**src/rtl/pipe_ctrl_pkg.sv**
```systemverilog
// Shared definitions for the pipeline control slice: controller state encoding,
// default register-address width and common datapath typedefs.
package pipe_ctrl_pkg;

  // Default width of a register-file address (32 architectural registers).
  localparam int DEFAULT_REG_ADDR_BITS = 5;

  // Datapath word width used by the surrounding core.
  localparam int DATA_BITS = 32;

  // Immediate formats decoded in ID.
  typedef enum logic [2:0] {
    IMM_I,
    IMM_S,
    IMM_B,
    IMM_U,
    IMM_J
  } imm_type_e;

  // Pipeline controller states.
  typedef enum logic [1:0] {
    RUN,
    WAIT,
    BUBBLE,
    ERROR
  } ctrl_state_e;

endpackage : pipe_ctrl_pkg

```
**src/rtl/pipe_ctrl_sat_counter.sv**
```systemverilog
// Saturating up-counter: increments on inc, holds at all-ones.
module sat_counter #(
  parameter int WIDTH = 32
) (
  input  logic             clk,
  input  logic             rst,
  input  logic             inc,
  output logic [WIDTH-1:0] count
);

  logic [WIDTH-1:0] cnt_q;
  logic [WIDTH-1:0] cnt_d;

  // Next count: step by one unless already pinned at the maximum.
  always_comb begin
    cnt_d = cnt_q;
    if (inc && (cnt_q != {WIDTH{1'b1}})) begin
      cnt_d = cnt_q + WIDTH'(1);
    end
  end

  // Count register, cleared asynchronously by the active-low reset.
  always_ff @(posedge clk or negedge rst) begin
    if (!rst) begin
      cnt_q <= '0;
    end else begin
      cnt_q <= cnt_d;
    end
  end

  assign count = cnt_q;

endmodule : sat_counter

```
**src/rtl/pipe_ctrl.sv**
```systemverilog
// Pipeline hazard/stall controller: freezes the pipe on memory waits, flushes on
// taken branches, inserts a bubble on load-use hazards, and latches a sticky error
// when a memory wait outlasts TIMEOUT cycles.
module pipe_ctrl
  import pipe_ctrl_pkg::*;
#(
  parameter int REG_ADDR_BITS = DEFAULT_REG_ADDR_BITS,
  parameter int TIMEOUT       = 1024,
  parameter int CNT_BITS      = 32
) (
  input  logic                     clk,
  input  logic                     rst,
  input  logic [REG_ADDR_BITS-1:0] id_rs1,
  input  logic [REG_ADDR_BITS-1:0] id_rs2,
  input  logic                     id_use_rs1,
  input  logic                     id_use_rs2,
  input  logic [REG_ADDR_BITS-1:0] ex_rd,
  input  logic                     ex_memread,
  input  logic                     ex_branch_taken,
  input  logic                     im_ready,
  input  logic                     dm_req,
  input  logic                     dm_ready,
  output logic                     pc_en,
  output logic                     ifid_en,
  output logic                     idex_en,
  output logic                     exmem_en,
  output logic                     memwb_en,
  output logic                     ifid_flush,
  output logic                     idex_flush,
  output logic                     err,
  output logic [CNT_BITS-1:0]      stall_cnt,
  output logic [CNT_BITS-1:0]      flush_cnt
);

  // Wide enough to hold TIMEOUT-1 for any legal TIMEOUT.
  localparam int WAIT_W = $clog2(TIMEOUT + 1);

  ctrl_state_e       state_q;
  ctrl_state_e       state_d;
  logic [WAIT_W-1:0] wait_cnt_q;
  logic [WAIT_W-1:0] wait_cnt_d;
  logic              mem_wait;
  logic              hazard;
  logic              flush_inc;

  // Memory stall and load-use hazard detection.
  always_comb begin
    mem_wait = (!im_ready) | (dm_req & !dm_ready);
    hazard   = ex_memread & (ex_rd != '0) &
               ((id_use_rs1 & (id_rs1 == ex_rd)) | (id_use_rs2 & (id_rs2 == ex_rd)));
  end

  // Next state and stage controls; a memory wait freezes everything and defers any
  // pending branch, which re-presents itself from the held EX stage afterwards.
  always_comb begin
    state_d    = state_q;
    wait_cnt_d = '0;
    pc_en      = 1'b1;
    ifid_en    = 1'b1;
    idex_en    = 1'b1;
    exmem_en   = 1'b1;
    memwb_en   = 1'b1;
    ifid_flush = 1'b0;
    idex_flush = 1'b0;
    flush_inc  = 1'b0;
    case (state_q)
      ERROR: begin
        pc_en    = 1'b0;
        ifid_en  = 1'b0;
        idex_en  = 1'b0;
        exmem_en = 1'b0;
        memwb_en = 1'b0;
        state_d  = ERROR;
      end
      default: begin
        if (mem_wait) begin
          pc_en      = 1'b0;
          ifid_en    = 1'b0;
          idex_en    = 1'b0;
          exmem_en   = 1'b0;
          memwb_en   = 1'b0;
          wait_cnt_d = wait_cnt_q + WAIT_W'(1);
          state_d    = (wait_cnt_q == WAIT_W'(TIMEOUT - 1)) ? ERROR : WAIT;
        end else if (ex_branch_taken) begin
          ifid_flush = 1'b1;
          idex_flush = 1'b1;
          flush_inc  = 1'b1;
          state_d    = RUN;
        end else if (hazard && (state_q != BUBBLE)) begin
          pc_en      = 1'b0;
          ifid_en    = 1'b0;
          idex_flush = 1'b1;
          state_d    = BUBBLE;
        end else begin
          state_d = RUN;
        end
      end
    endcase
  end

  // Controller state and wait-length registers.
  always_ff @(posedge clk or negedge rst) begin
    if (!rst) begin
      state_q    <= RUN;
      wait_cnt_q <= '0;
    end else begin
      state_q    <= state_d;
      wait_cnt_q <= wait_cnt_d;
    end
  end

  assign err = (state_q == ERROR);

  sat_counter #(.WIDTH(CNT_BITS)) u_stall_cnt (
    .clk   (clk),
    .rst   (rst),
    .inc   (!pc_en),
    .count (stall_cnt)
  );

  sat_counter #(.WIDTH(CNT_BITS)) u_flush_cnt (
    .clk   (clk),
    .rst   (rst),
    .inc   (flush_inc),
    .count (flush_cnt)
  );

endmodule : pipe_ctrl

```
**config.mk**
```make
export PLATFORM = sky130hd
export DESIGN_NAME = pipe_ctrl
export DESIGN_NICKNAME = d
export VERILOG_FILES = /design/src/rtl/pipe_ctrl_pkg.sv /design/src/rtl/pipe_ctrl_sat_counter.sv /design/src/rtl/pipe_ctrl.sv
export SDC_FILE = /design/constraint.sdc
export NUM_CORES = 1
export LEC_CHECK = 0
export CORE_MARGIN = 2
export CORE_UTILIZATION = 49
export DETAILED_ROUTE_END_ITERATION = 8
export PLACE_DENSITY = 0.8
export SYNTH_ARGS = -nofsm -noshare
export SYNTH_HDL_FRONTEND = slang
export SYNTH_SLANG_ARGS = --single-unit
```
**constraint.sdc**
```tcl
create_clock -name clk -period 3.02 [get_ports clk]
set_clock_uncertainty 0.15 [all_clocks]
set_input_delay 0.302 -clock clk [delete_from_list [all_inputs] [get_ports clk]]
set_output_delay 0.302 -clock clk [all_outputs]
set_load 0.02 [all_outputs]
```
# Yosys cells after proc, flatten, opt, wreduce, memory -nomap -nowiden
# Index checks and enable logic that the tools add are counted.
dict set report word_totals {
  elab_cells 48
  output_inout_bits 72
  regBits 77
  in_bits 24
}
dict set report classes {
  addsub 3
  reduce_logical 7
  bitwise_logic 7
  n_eq_ne 7
  n_mux 20
}
# op count
set op_table {}
lappend op_table {{$add 32x1->32 const B} 2}
lappend op_table {{$ne 32x32->1 const B} 2}
lappend op_table {{$mux 11} 2}
lappend op_table {{$mux 1} 13}
lappend op_table {{$add 11x1->11 const B} 1}
lappend op_table {{$eq 11x10->1 const B} 1}
lappend op_table {{$eq 5x5->1} 2}
lappend op_table {{$mux 2} 5}
lappend op_table {{$and 1x1->1} 5}
lappend op_table {{$reduce_bool 5->1} 1}
lappend op_table {{$logic_and 1x1->1} 3}
lappend op_table {{$logic_not 1->1} 3}
lappend op_table {{$eq 2x2->1 const B} 1}
lappend op_table {{$ne 2x2->1 const B} 1}
lappend op_table {{$or 1x1->1} 2}

# Depth between registers and ports, before layout
dict set report logic_depth {
  word_depth 11
  ltp_mapped 9
  depth_no_buf 7
}

# Hierarchy
# A second synthesis with hierarchy kept.
dict set report unflattened {
  cells_unflattened 389
  area_unflattened_um2 4046.4
}
# module area_each_um2 cells_each n_inst seq_area_each_um2
set modules_own_cells {}
lappend modules_own_cells {sat_counter 1624.1 151 2 800.8}
lappend modules_own_cells {pipe_ctrl 798.3 87 1 325.3}

# Least setup slack after synthesis
# OpenSTA, ideal clock, no wires.
dict set report synth_path {
  path_type {reg-to-reg}
  startpoint {register u_flush_cnt.cnt_q[26], in the netlist u_flush_cnt.count[26]}
  endpoint {register u_flush_cnt.cnt_q[21], in the netlist u_flush_cnt.count[21]}
  period_less_slack_ns 2.404
  setup_slack_ns 0.616
  path_buffers 2
  required_time_ns 2.738
  setup_time_ns 0.132
  arrival_time_ns 2.122
  stages_incl_launch_ff 9
  path_cell_list {dfrtp_1 -> and4_4 -> nand4_1 -> or4_1 -> buf_2 -> and3_1 -> buf_6 -> and3_4 -> xor2_1}
}
dict set report synth_between {
  elab_chain_len 2
}
# item line_no
set synth_lines {}
lappend synth_lines {{start, declared} pipe_ctrl_sat_counter.sv:11} ;# logic [WIDTH-1:0] cnt_q;
lappend synth_lines {{start signal, assigned} pipe_ctrl_sat_counter.sv:27} ;# cnt_q <= cnt_d;
lappend synth_lines {{$ne 32x32->1} pipe_ctrl_sat_counter.sv:17} ;# if (inc && (cnt_q != {WIDTH{1'b1}})) begin
lappend synth_lines {{$logic_and 1x1->1} pipe_ctrl_sat_counter.sv:17}
# No other way between the ends.
# A chain may end at the register's enable or synchronous reset.

# Worst setup path after layout
dict set report layout_path {
  startpoint {input ex_rd[1]}
  endpoint {output idex_flush}
}
dict set report layout_between {
  elab_chain_len 9
  word_cells_on_any_way 13
  classes_between {eq/ne (2); mux (4); bitwise (5); reduce/logical (2)}
}
# item line_no
set layout_lines {}
lappend layout_lines {{start, declared} pipe_ctrl.sv:17} ;# input logic [REG_ADDR_BITS-1:0] ex_rd,
lappend layout_lines {{$eq 5x5->1} pipe_ctrl.sv:50} ;# ((id_use_rs1 & (id_rs1 == ex_rd)) | (id_use_rs2 & (id_rs2 == ex_rd)));
lappend layout_lines {{$and 1x1->1} pipe_ctrl.sv:50}
lappend layout_lines {{$or 1x1->1} pipe_ctrl.sv:50}
lappend layout_lines {{$and 1x1->1 *} pipe_ctrl.sv:49} ;# hazard = ex_memread & (ex_rd != '0) &
lappend layout_lines {{$logic_and 1x1->1 *} pipe_ctrl.sv:89} ;# end else if (hazard && (state_q != BUBBLE)) begin
lappend layout_lines {{$mux 1 *} pipe_ctrl.sv:89}
lappend layout_lines {{$mux 1 *} pipe_ctrl.sv:84} ;# end else if (ex_branch_taken) begin
lappend layout_lines {{$mux 1 *} pipe_ctrl.sv:76} ;# if (mem_wait) begin
lappend layout_lines {{$mux 1 *} pipe_ctrl.sv:66} ;# case (state_q)
lappend layout_lines {{end, declared} pipe_ctrl.sv:29} ;# output logic idex_flush,
# Mark *: on every way between the ends. The rest lies on a longest branch, timed or not.

==> impl_metrics.csv <==
group,metric,value,unit
status,status,"completed",
worst_setup_path,startpoint_type,"input pin",
pwr,ir_drop,261,uV
pwr,powerDensity,379,nW/um2
floorplanning,core.rowCount,31,
worst_setup_path,cp.arrival,2.29,ns
grt,grtUsageTotal,20.4,%
detailed_routing,num_vias,2979,
timing,hold_violations,0,
min_path,hp-class,"register to register",
detailed_routing,drcViolationCount,0,
clock_network,clkSinkCount,77,
timing,period_minus_slack,2.74,ns
floorplanning,chipWidth,91.4,um
synthesis,synthSimpleGateAreaFrac,24.4,%
finish,fin_nets,488,
detailed_routing,avgViaCountPerCell,5.27,
floorplanning,die_area,8350,um2
synthesis,synth_cell_types,36,
floorplanning,die_h,91.4,um
finish,synthToLayoutAreaGrowth,33.9,%
place,place_hpwl,5970,um
synthesis,yosysMostFrequentCell,"dfrtp_1",
grt,grt_remaining_overflow,0,
worst_setup_path,required,2.57,ns
clock_network,h-tree-depth,3,
clock_network,clk_latency,0.34,ns
finish,fin_cells,565,
synthesis,syn_nets,386,
worst_setup_path,critPathCapture,"idex_flush",
clock_network,clk_pin_slew_worst_paths,0.07,ns
synthesis,yosys.area_share.adder,1.00,%
timing,rsz0062_at_grt,"false",
synthesis,yosys.area.top_type_share,51.5,%
finish,fin_area,5010,um2
clock_network,cts_setup_buffers,0,
timing,final.period_utilization,90.7,%
worst_setup_path,r2r_slack,0.52,ns
worst_setup_path,critPathLaunch,"ex_rd[1]",
synthesis,syn-mean-instance-area,10.4,um2
worst_setup_path,reg2regPathDepth,5,
synthesis,synth.yosys.seq_area_share,51.5,%
synthesis,synth_ff_type,"dfrtp_1",
synthesis,synth_top_family_by_area,"simple AND/OR/NAND/NOR gates",
pwr,leakage,0.00221,uW
synthesis,synth_top_cell_by_area,"dfrtp_1",
synthesis,ys_ff_latch,77,
synthesis,syn_inst,359,
detailed_routing,final_antenna_net_count,0,
synthesis,synth_compound_area_share,1.34,%
place,port_buffers,95,
worst_setup_path,end_kind,"output pin",
detailed_routing,wirelength,8300,um
detailed_routing,dr.pass1.iters,4,
finish,nFillCells,576,
finish,drive_gt1_share,5.36,%
clock_network,clock-root-buffer,"clkbuf_8",
synthesis,synth.area.top_cells,"dfrtp_1 (52%), xnor2_1 (12%), xor2_1 (6.8%)",
grt,grt_pass1_wl,13800,um
place,dp.cells,548,
grt,first_global_vias,2901,
floorplanning,ios,96,
clock_network,cts.path.max_buffers,2,
synthesis,synth_common_cells,"dfrtp_1 (77), xnor2_1 (51), nand2_1 (33)",
worst_setup_path,path_class,"input pin to output pin",
clock_network,cts_tree,"built",
synthesis,synth_xor_area_share,18.7,%
worst_setup_path,reg2reg_to,"u_flush_cnt.count[1]",
job,drv_cap,0,
synthesis,syn_area,3740,um2
place,postPlaceCellArea,4780,um2
grt,antenna_found_initial,0,
timing,finalSetupTns,0,ns
timing,slew_headroom,36.1,%
worst_setup_path,timing.rr.start,"u_flush_cnt.count[26]",
timing,fmax,365,MHz
synthesis,yosys_warnings,0,
worst_setup_path,cp_max_fo,3,
place,gp_congestion,0.812,
timing,slew_viol_final,0,
finish,diodes,0,
clock_network,cts_made_buffers,9,
timing,setup_viol,0,
floorplanning,coreArea,7330,um2
timing,tightest_slew,0.959,ns
detailed_routing,drtIter0Drc,121,
floorplanning,start_util,51.0,%
synthesis,postSynth.asyncResetShare,100,%
grt,grt_max_degree,78,
detailed_routing,wl_per_cell,14.7,um
synthesis,synth_edf_count,0,
synthesis,muxShareOfSynthArea,0.401,%
## metrics by stage
stage | utilization, % | power (uW) | hold slack (ns) | setup WS [ns]
floorplan | - | 1070 | -0.144 | 0.616
global placement | 65.3 | 1120 | 0.325 | 0.136
detailed placement | 65.3 | 1120 | 0.326 | 0.0753
CTS | 68.3 | 1920 | 0.340 | 0.0561
global route | 68.4 | 1960 | 0.362 | 0.217
finish | 68.4 | 1900 | 0.345 | 0.281
## cell type report
class | instances | area, um2 | area share (%)
flip-flops and latches | 77 | 1930 | 38.5
multi-input cells | 264 | 1720 | 34.3
repair buffers | 101 | 1000 | 20.0
clock buffers | 13 | 169 | 3.37
well taps | 99 | 124 | 2.47
clock inverters | 3 | 42.5 | 0.849
inverters | 8 | 30.0 | 0.599
## cells in the final DEF, fill, tap and decap left out, types with 12 or more instances in the layout
| master | instances |
|---|---|
| and3_1 | 21 |
| clkbuf_8 | 12 |
| clkdlybuf4s50_1 | 92 |
| dfrtp_1 | 77 |
| nand2_1 | 33 |
| nand3_1 | 32 |
| nand4_1 | 21 |
| nor2_1 | 28 |
| xnor2_1 | 51 |
| xor2_1 | 29 |
## state kept, by name, summed over array words and instances, names as in the netlist
register and cells:
u_flush_cnt.count 32, u_stall_cnt.count 32, state_q 2, wait_cnt_q 11
## per-layer routing
metal  part of all wire (%)  vias to the layer above  global-route usage, %
met5                      0                        -                      0
met4                    1.5                        0                   7.32
met3                    4.7                       11                   3.90
met2                     49                       77                   32.7
met1                     45                     1447                   27.6
li1                       -                     1444                      -
## cell families (layout without fill, tap and decap cells)
group / count (synthesis) / count (layout)
buf+inv: 18 / 125
mux: 1 / 1
xor+xnor: 80 / 80
simple gates: 173 / 173
fa+ha+maj: 3 / 3
flops: 77 / 77
compound gates: 7 / 7
## critical path: stages
cell             delay (ns)
clkdlybuf4s50_1        0.47
or4_1                  0.57
o221ai_1               0.20
nor2b_1                0.07
nor2_1                 0.09
nor2_1                 0.05
clkdlybuf4s50_1        0.53
## worst min path at each step
stage	from	endpoint	slack (ns)	depth (start not counted)
3_5_place_dp	wait_cnt_q[0]	wait_cnt_q[0]	0.33	1
2_1_floorplan	rst	state_q[0]	-0.14	0
5_1_grt	u_stall_cnt.count[15]	u_stall_cnt.count[15]	0.36	1
3_3_place_gp	wait_cnt_q[0]	wait_cnt_q[0]	0.33	1
4_1_cts	wait_cnt_q[0]	wait_cnt_q[0]	0.34	1
6_report	wait_cnt_q[0]	wait_cnt_q[0]	0.35	1
## timing repair
action | in CTS | in global routing
endpoints found under the hold margin | 38 | 0
endpoints found under the setup margin | 0 | 2
hold buffers | 1 | 0
resized for setup | 0 | 2
## report_power, final
part | switching, uW | internal (uW) | leakage [uW]
Combinational | 35.4 | 38.2 | 0.00109
Sequential | 0 | 1030 | 0.00101
Clock | 348 | 449 | 0.000106
(Power assumes the default switching activity.)
